## config.mk

```make
export PLATFORM = sky130hd
export DESIGN_NAME = uart_rx_frame
export DESIGN_NICKNAME = d
export VERILOG_FILES = /design/src/rtl/uart_pkg.sv /design/src/rtl/uart_baud_tick.sv /design/src/rtl/uart_rx_frame.sv
export SDC_FILE = /design/constraint.sdc
export NUM_CORES = 1
export LEC_CHECK = 0
export CORE_ASPECT_RATIO = 1.5
export CORE_MARGIN = 5
export CORE_UTILIZATION = 50
export CTS_CLUSTER_DIAMETER = 60
export DETAILED_ROUTE_END_ITERATION = 16
export DONT_BUFFER_PORTS = 1
export PLACE_DENSITY = 0.76
export SYNTH_ARGS = -nofsm -noshare
export SYNTH_HDL_FRONTEND = slang
export SYNTH_SLANG_ARGS = --single-unit
```

## constraint.sdc

```tcl
create_clock -name m_clock -period 4.6 [get_ports m_clock]
set_input_delay 0.92 -clock m_clock [delete_from_list [all_inputs] [get_ports m_clock]]
set_output_delay 0.92 -clock m_clock [all_outputs]
set_load 0.005 [all_outputs]
```

## src/rtl/uart_pkg.sv

```systemverilog
// Shared definitions for the UART receive path: state encoding, oversample
// tick positions and the data-bit length base.
package uart_pkg;

    typedef enum logic [2:0] {
        ST_IDLE   = 3'd0,
        ST_START  = 3'd1,
        ST_DATA   = 3'd2,
        ST_PARITY = 3'd3,
        ST_STOP   = 3'd4,
        ST_BREAK  = 3'd5
    } rx_state_t;

    localparam int unsigned TICK_SAMPLE_A = 7;
    localparam int unsigned TICK_SAMPLE_B = 8;
    localparam int unsigned TICK_DECIDE   = 9;   // also the third sample
    localparam int unsigned TICK_END      = 15;
    localparam int unsigned BITLEN_BASE   = 5;

    function automatic logic majority3(input logic a, input logic b, input logic c);
        return (a & b) | (a & c) | (b & c);
    endfunction

endpackage

```

## src/rtl/uart_baud_tick.sv

```systemverilog
// Oversample tick generator: divides the clock by DIV while running and emits
// a one-cycle tick at the end of each period. Clear restarts the period.
module uart_baud_tick #(
    parameter int DIV = 27
) (
    input  logic i_clk,
    input  logic i_rst_n,
    input  logic i_run,
    input  logic i_clear,
    output logic o_tick
);

    localparam int CW = (DIV > 1) ? $clog2(DIV) : 1;
    localparam logic [CW-1:0] LAST = CW'(DIV - 1);

    logic [CW-1:0] r_cnt;

    always_ff @(posedge i_clk or negedge i_rst_n) begin
        if (!i_rst_n) begin
            r_cnt <= '0;
        end else if (i_clear || !i_run || (r_cnt == LAST)) begin
            r_cnt <= '0;
        end else begin
            r_cnt <= r_cnt + 1'b1;
        end
    end

    assign o_tick = i_run && !i_clear && (r_cnt == LAST);

endmodule

```

## src/rtl/uart_rx_frame.sv

```systemverilog
// Oversampling UART receiver: 5-8 data bits, optional parity, majority-vote
// bit decisions, one-cycle ready strobe with parity/framing error flags.
module uart_rx_frame
    import uart_pkg::*;
#(
    parameter int CLK_HZ = 50_000_000,
    parameter int BAUD   = 115200,
    parameter int OVS    = 16
) (
    input  logic       m_clock,
    input  logic       p_reset,
    input  logic       RxD_i,
    input  logic [1:0] Rx_BitLength_i,
    input  logic       Rx_ParityEN_i,
    input  logic       Rx_OddParity_i,
    input  logic       Rx_Enable_i,
    output logic [7:0] Rx_Data_o,
    output logic       RxD_Ready_o,
    output logic       RxD_ParityError_o,
    output logic       RxD_FramingError_o,
    output logic       Rx_operation_o,
    output logic       Rx_ShiftClock_o
);

    localparam int DIV_RAW = (CLK_HZ + (BAUD * OVS) / 2) / (BAUD * OVS);
    localparam int DIV     = (DIV_RAW < 1) ? 1 : DIV_RAW;
    localparam int TW      = $clog2(OVS);

    rx_state_t     r_state, w_state_next;
    logic          r_rxd_s1, r_rxd_s2, r_rxd_prev;
    logic [TW-1:0] r_tick_idx;
    logic          r_samp_a, r_samp_b;
    logic [7:0]    r_shift;
    logic [2:0]    r_bit_cnt;
    logic [1:0]    r_len;
    logic          r_par_en, r_odd, r_par_acc, r_par_err;

    logic w_tick, w_run, w_start, w_decide, w_bit_end, w_bit, w_last_bit;

    uart_baud_tick #(.DIV(DIV)) u_baud_tick (
        .i_clk   (m_clock),
        .i_rst_n (p_reset),
        .i_run   (w_run),
        .i_clear (w_start),
        .o_tick  (w_tick)
    );

    always_ff @(posedge m_clock or negedge p_reset) begin
        if (!p_reset) begin
            r_rxd_s1   <= 1'b1;
            r_rxd_s2   <= 1'b1;
            r_rxd_prev <= 1'b1;
        end else begin
            r_rxd_s1   <= RxD_i;
            r_rxd_s2   <= r_rxd_s1;
            r_rxd_prev <= r_rxd_s2;
        end
    end

    assign w_start    = (r_state == ST_IDLE) && Rx_Enable_i && r_rxd_prev && !r_rxd_s2;
    assign w_bit_end  = w_tick && (r_tick_idx == TW'(TICK_END));
    assign w_bit      = majority3(r_samp_a, r_samp_b, r_rxd_s2);
    assign w_last_bit = (r_bit_cnt == (3'(BITLEN_BASE - 1) + {1'b0, r_len}));
    assign w_decide   = w_tick && (r_tick_idx == TW'(TICK_DECIDE)) &&
                        (r_state != ST_IDLE) && (r_state != ST_BREAK);

    always_ff @(posedge m_clock or negedge p_reset) begin
        if (!p_reset) begin
            r_state <= ST_IDLE;
        end else begin
            r_state <= w_state_next;
        end
    end

    always_comb begin
        w_state_next = r_state;
        if (!Rx_Enable_i) begin
            w_state_next = ST_IDLE;
        end else begin
            case (r_state)
                ST_IDLE:   if (w_start) w_state_next = ST_START;
                ST_START: begin
                    if (w_decide && w_bit) w_state_next = ST_IDLE;
                    else if (w_bit_end)    w_state_next = ST_DATA;
                end
                ST_DATA:   if (w_bit_end && w_last_bit)
                               w_state_next = r_par_en ? ST_PARITY : ST_STOP;
                ST_PARITY: if (w_bit_end) w_state_next = ST_STOP;
                ST_STOP:   if (w_decide) w_state_next = w_bit ? ST_IDLE : ST_BREAK;
                ST_BREAK:  if (r_rxd_s2) w_state_next = ST_IDLE;
                default:   w_state_next = ST_IDLE;
            endcase
        end
    end

    always_comb begin
        w_run           = (r_state != ST_IDLE);
        Rx_operation_o  = (r_state != ST_IDLE);
        Rx_ShiftClock_o = w_decide && Rx_Enable_i;
    end

    // Tick index restarts with every new frame so tick 0 aligns with the start edge.
    always_ff @(posedge m_clock or negedge p_reset) begin
        if (!p_reset) begin
            r_tick_idx <= '0;
        end else if ((r_state == ST_IDLE) || w_start) begin
            r_tick_idx <= '0;
        end else if (w_tick) begin
            r_tick_idx <= r_tick_idx + 1'b1;
        end
    end

    always_ff @(posedge m_clock or negedge p_reset) begin
        if (!p_reset) begin
            r_samp_a           <= 1'b1;
            r_samp_b           <= 1'b1;
            r_shift            <= '0;
            r_bit_cnt          <= '0;
            r_len              <= '0;
            r_par_en           <= 1'b0;
            r_odd              <= 1'b0;
            r_par_acc          <= 1'b0;
            r_par_err          <= 1'b0;
            Rx_Data_o          <= '0;
            RxD_Ready_o        <= 1'b0;
            RxD_ParityError_o  <= 1'b0;
            RxD_FramingError_o <= 1'b0;
        end else begin
            RxD_Ready_o <= 1'b0;
            if (w_tick && (r_tick_idx == TW'(TICK_SAMPLE_A))) r_samp_a <= r_rxd_s2;
            if (w_tick && (r_tick_idx == TW'(TICK_SAMPLE_B))) r_samp_b <= r_rxd_s2;
            if (w_start) begin
                r_len     <= Rx_BitLength_i;
                r_par_en  <= Rx_ParityEN_i;
                r_odd     <= Rx_OddParity_i;
                r_shift   <= '0;
                r_bit_cnt <= '0;
                r_par_acc <= 1'b0;
                r_par_err <= 1'b0;
            end
            // An abort in the same cycle as a decision suppresses every update.
            if (Rx_Enable_i) begin
                if (w_decide) begin
                    case (r_state)
                        ST_DATA: begin
                            r_shift[r_bit_cnt] <= w_bit;
                            r_par_acc          <= r_par_acc ^ w_bit;
                        end
                        ST_PARITY: r_par_err <= r_par_acc ^ w_bit ^ r_odd;
                        ST_STOP: begin
                            Rx_Data_o          <= r_shift;
                            RxD_ParityError_o  <= r_par_en & r_par_err;
                            RxD_FramingError_o <= ~w_bit;
                            RxD_Ready_o        <= 1'b1;
                        end
                        default: ;
                    endcase
                end
                if (w_bit_end && (r_state == ST_DATA) && !w_last_bit) begin
                    r_bit_cnt <= r_bit_cnt + 1'b1;
                end
            end
        end
    end

endmodule

```

==> flow_summary_export.csv <==
group,metric,value,unit
timing,fmax,0.345,GHz
timing,hold_violations,0,
place,io_buffers,0,
critical_path,criticalPathCategory,"reg -> out",
critical_path,cp_max_fo,11,
routing,routed-wl-met2,2.04,mm
routing,met3_length,192,um
layout,drive_above_1_share,0.150,
critical_path,r2r-end,"Rx_Data_o[1]",
die,pin_count,21,
grt,grt_pass1_wl,6.84,mm
clocking,worst_skew_pair.late_latency,0.30,ns
place,hpwl,2.97,mm
synthesis,syn_area,0.00224,mm2
critical_path,crit_start,"u_baud_tick.r_cnt[0]",
critical_path,rrSetupSlack,1.90,ns
synthesis,synth_nets,221,
synthesis,ys_seq_elements,45,
critical_path,critical_path_required,3.68,ns
routing,wire_per_inst,15.9,um
layout,num_antenna_cells,0,
routing,vias,1526,
timing,slew_violations,0,
clocking,cts_max_level,2,
critical_path,cp.arrival,1.98,ns
grt,grt_max_degree,46,
routing,wl,4.02,mm
power,power.switching,0.297,mW
grt,antenna_found_initial,0,
timing,min_period_over_period,0.631,
clocking,cts_resized,0,
die,die_h,92.0,um
place,post-place-ws,1.88,ns
power,power_frac_seq,0.530,
die,dieArea,0.00595,mm2
die,row_count,29,
power,comb_power_share,0.200,
synthesis,synth.distinct_cells,47,
clocking,post_cts_buffers,0,
synthesis,yosys_warnings,0,
routing,wl_met1,1.64,mm
routing,drt_iter0_drc,54,
power,cellPowerDensity,393,mW/mm2
routing,dr.pass1.iters,4,
critical_path,timing.rr.start,"u_baud_tick.r_cnt[0]",
timing,tightest_slew,0.811,ns
synthesis,synth_cells,207,
clocking,cts.sink_count,45,
layout,nets,219,
power,clkPwrFrac,0.270,
power,p_int,0.623,mW
clocking,cts_tree,"built",
routing,highest_layer,"met4",
clocking,cts.root.buffer_cell,"clkbuf_8",
synthesis,syn_area_per_cell,10.8,um2
layout,syn2layout_area_growth,4.64,%
clocking,cts_buffers,5,
synthesis,seq_area_frac_synth,0.506,
clocking,cts.reportedPaths.clkPinSlew,0.09,ns
outcome,status,"finished clean",
timing,rsz0062_at_grt,"no",
timing,finalWorstSetupSlack,1.70,ns
grt,grt_overflow,0,
routing,viasPerCell,6.06,
die,die_w,64.6,um
critical_path,endpoint,"Rx_ShiftClock_o",
critical_path,rr_worst_depth,6,
flow_run,max_cap_violations,0,
timing,min_period,2.90,ns
clocking,ctsHoldBuffers,0,
critical_path,start_kind,"register",
die,core_area,0.00428,mm2
grt,grt_pass1_vias,1526,
power,vdd_ir_drop_max,257,uV
timing,timing.slew.headroom,0.458,
die,start_util,0.523,
power,swShare,0.323,
layout,fillerInstances,377,
clocking,clk_path_buf_depth,2,
routing,drc,0,
critical_path,end_kind,"output port",
power,cellLeakagePower,1.02,nW
timing,fin_tns_setup,0,ns
timing,setup_viol,0,
grt,grt_usage,0.146,
routing,drtAntennaViolNets,0,
hold_path,hold_path.class,"in -> async",
timing,final.setup_skew,0.00803,ns
place,place.gp.congestion,0.929,
worst min-delay path by stage:
stage                     startpoint  cells past startpoint             to  slack, ns
after floorplan             r_rxd_s1                      0       r_rxd_s2       0.35
after global placement      r_rxd_s1                      0       r_rxd_s2       0.35
after detailed placement    r_rxd_s1                      0       r_rxd_s2       0.35
after CTS                    p_reset                      0  r_tick_idx[2]       0.30
after global routing         p_reset                      0     r_shift[3]       0.28
final                        p_reset                      0    RxD_Ready_o       0.30
stage by stage:
step | utilization | power [mW] | hold slack [ns] | std cells | area, um2
2_1_floorplan | - | 0.647 | 0.345 | 207 | 2240
3_3_place_gp | 0.525 | 0.679 | 0.345 | 244 | 2250
3_5_place_dp | 0.525 | 0.679 | 0.347 | 244 | 2250
4_1_cts | 0.547 | 0.932 | 0.297 | 252 | 2340
5_1_grt | 0.547 | 0.981 | 0.277 | 252 | 2340
6_report | 0.547 | 0.920 | 0.303 | 252 | 2340
logic make-up after synthesis:
| kind of cell | count (synthesis) | synth area share |
|---|---|---|
| adders and majority gates | 7 | 0.0380 |
| DFF | 45 | 0.506 |
| muxes | 18 | 0.0883 |
| and+or+nand+nor | 71 | 0.165 |
| xor gates and xnor gates | 9 | 0.0385 |
| buffers and inverters | 20 | 0.0397 |
| AOI/OAI and AO/OA | 37 | 0.125 |
state kept, by name, summed over array words and instances, names as in the netlist, 2 cells and up:
name,count
Rx_Data_o,8
r_bit_cnt,3
r_len,2
r_shift,8
r_state,3
r_tick_idx,4
u_baud_tick.r_cnt,5
power groups by stage:
stage	Sequential [mW]	Combinational, mW	Clock (mW)
after floorplan	0.464	0.183	0
after global placement	0.494	0.185	0
after detailed placement	0.496	0.184	0
after CTS	0.488	0.185	0.260
after global routing	0.496	0.208	0.277
final	0.487	0.184	0.249
cells in the final DEF, fill, tap and decap left out, types with 5 or more instances in the layout:
cell	count
mux2_2	14
dfstp_2	5
nor2_1	10
ha_1	6
clkbuf_8	5
o21ai_0	7
dfrtp_1	40
a21oi_1	6
inv_1	11
nand3_1	10
nand2_1	21
worst max-delay path, stage by stage (launching register included):
cell       delay, ns
dfrtp_1         0.41
inv_1           0.07
ha_1            0.15
nand4b_1        0.40
a2111oi_4       0.66
cells in the mapped netlist, drive strengths merged:
cell / n / area (um2)
dfrtp: 40 / 1000
nand2: 22 / 85.1
mux2: 14 / 158
inv: 11 / 41.3
nand3: 10 / 50.1
nor2: 10 / 37.5
o21ai: 7 / 35.0
a21oi: 6 / 30.0
ha: 6 / 75.1
buf: 5 / 32.5
dfstp: 5 / 131
xnor2: 5 / 51.3
clkbuf: 4 / 15.0
mux2i: 4 / 40.0
nand4: 4 / 25.0
nor2b: 4 / 25.0
o31ai: 4 / 30.0
or3: 4 / 25.0
xor2: 4 / 35.0
and3: 3 / 18.8
nor3: 3 / 15.0
o2111ai: 3 / 26.3
o211ai: 3 / 22.5
o311ai: 3 / 26.3
a31oi: 2 / 12.5
nand3b: 2 / 15.0
nor3b: 2 / 15.0
a2111o: 1 / 11.3
a2111oi: 1 / 27.5
a21boi: 1 / 7.51
a22o: 1 / 8.76
a41o: 1 / 10.0
a41oi: 1 / 8.76
and2: 1 / 6.26
and3b: 1 / 8.76
and4: 1 / 8.76
and4b: 1 / 10.0
maj3: 1 / 10.0
nand2b: 1 / 8.76
nand4b: 1 / 8.76
nor4: 1 / 6.26
o22ai: 1 / 6.26
o2bb2ai: 1 / 8.76
o41ai: 1 / 8.76
layout make-up:
type                    instances  area [um2]  share of cell area
clock buffers                   5        68.8              0.0294
clock inverters                 3        25.0              0.0107
inverters                      11        41.3              0.0176
well taps                      46        57.6              0.0246
flip-flops and latches         45        1130               0.483
multi-input cells             142        1020               0.435
layer usage:
layer  vias up  track usage
met4         0       0.0741
met5         -            0
met2        34        0.247
li1        746            -
met3        16       0.0501
met1       730        0.161
(Power assumes the default switching activity.)
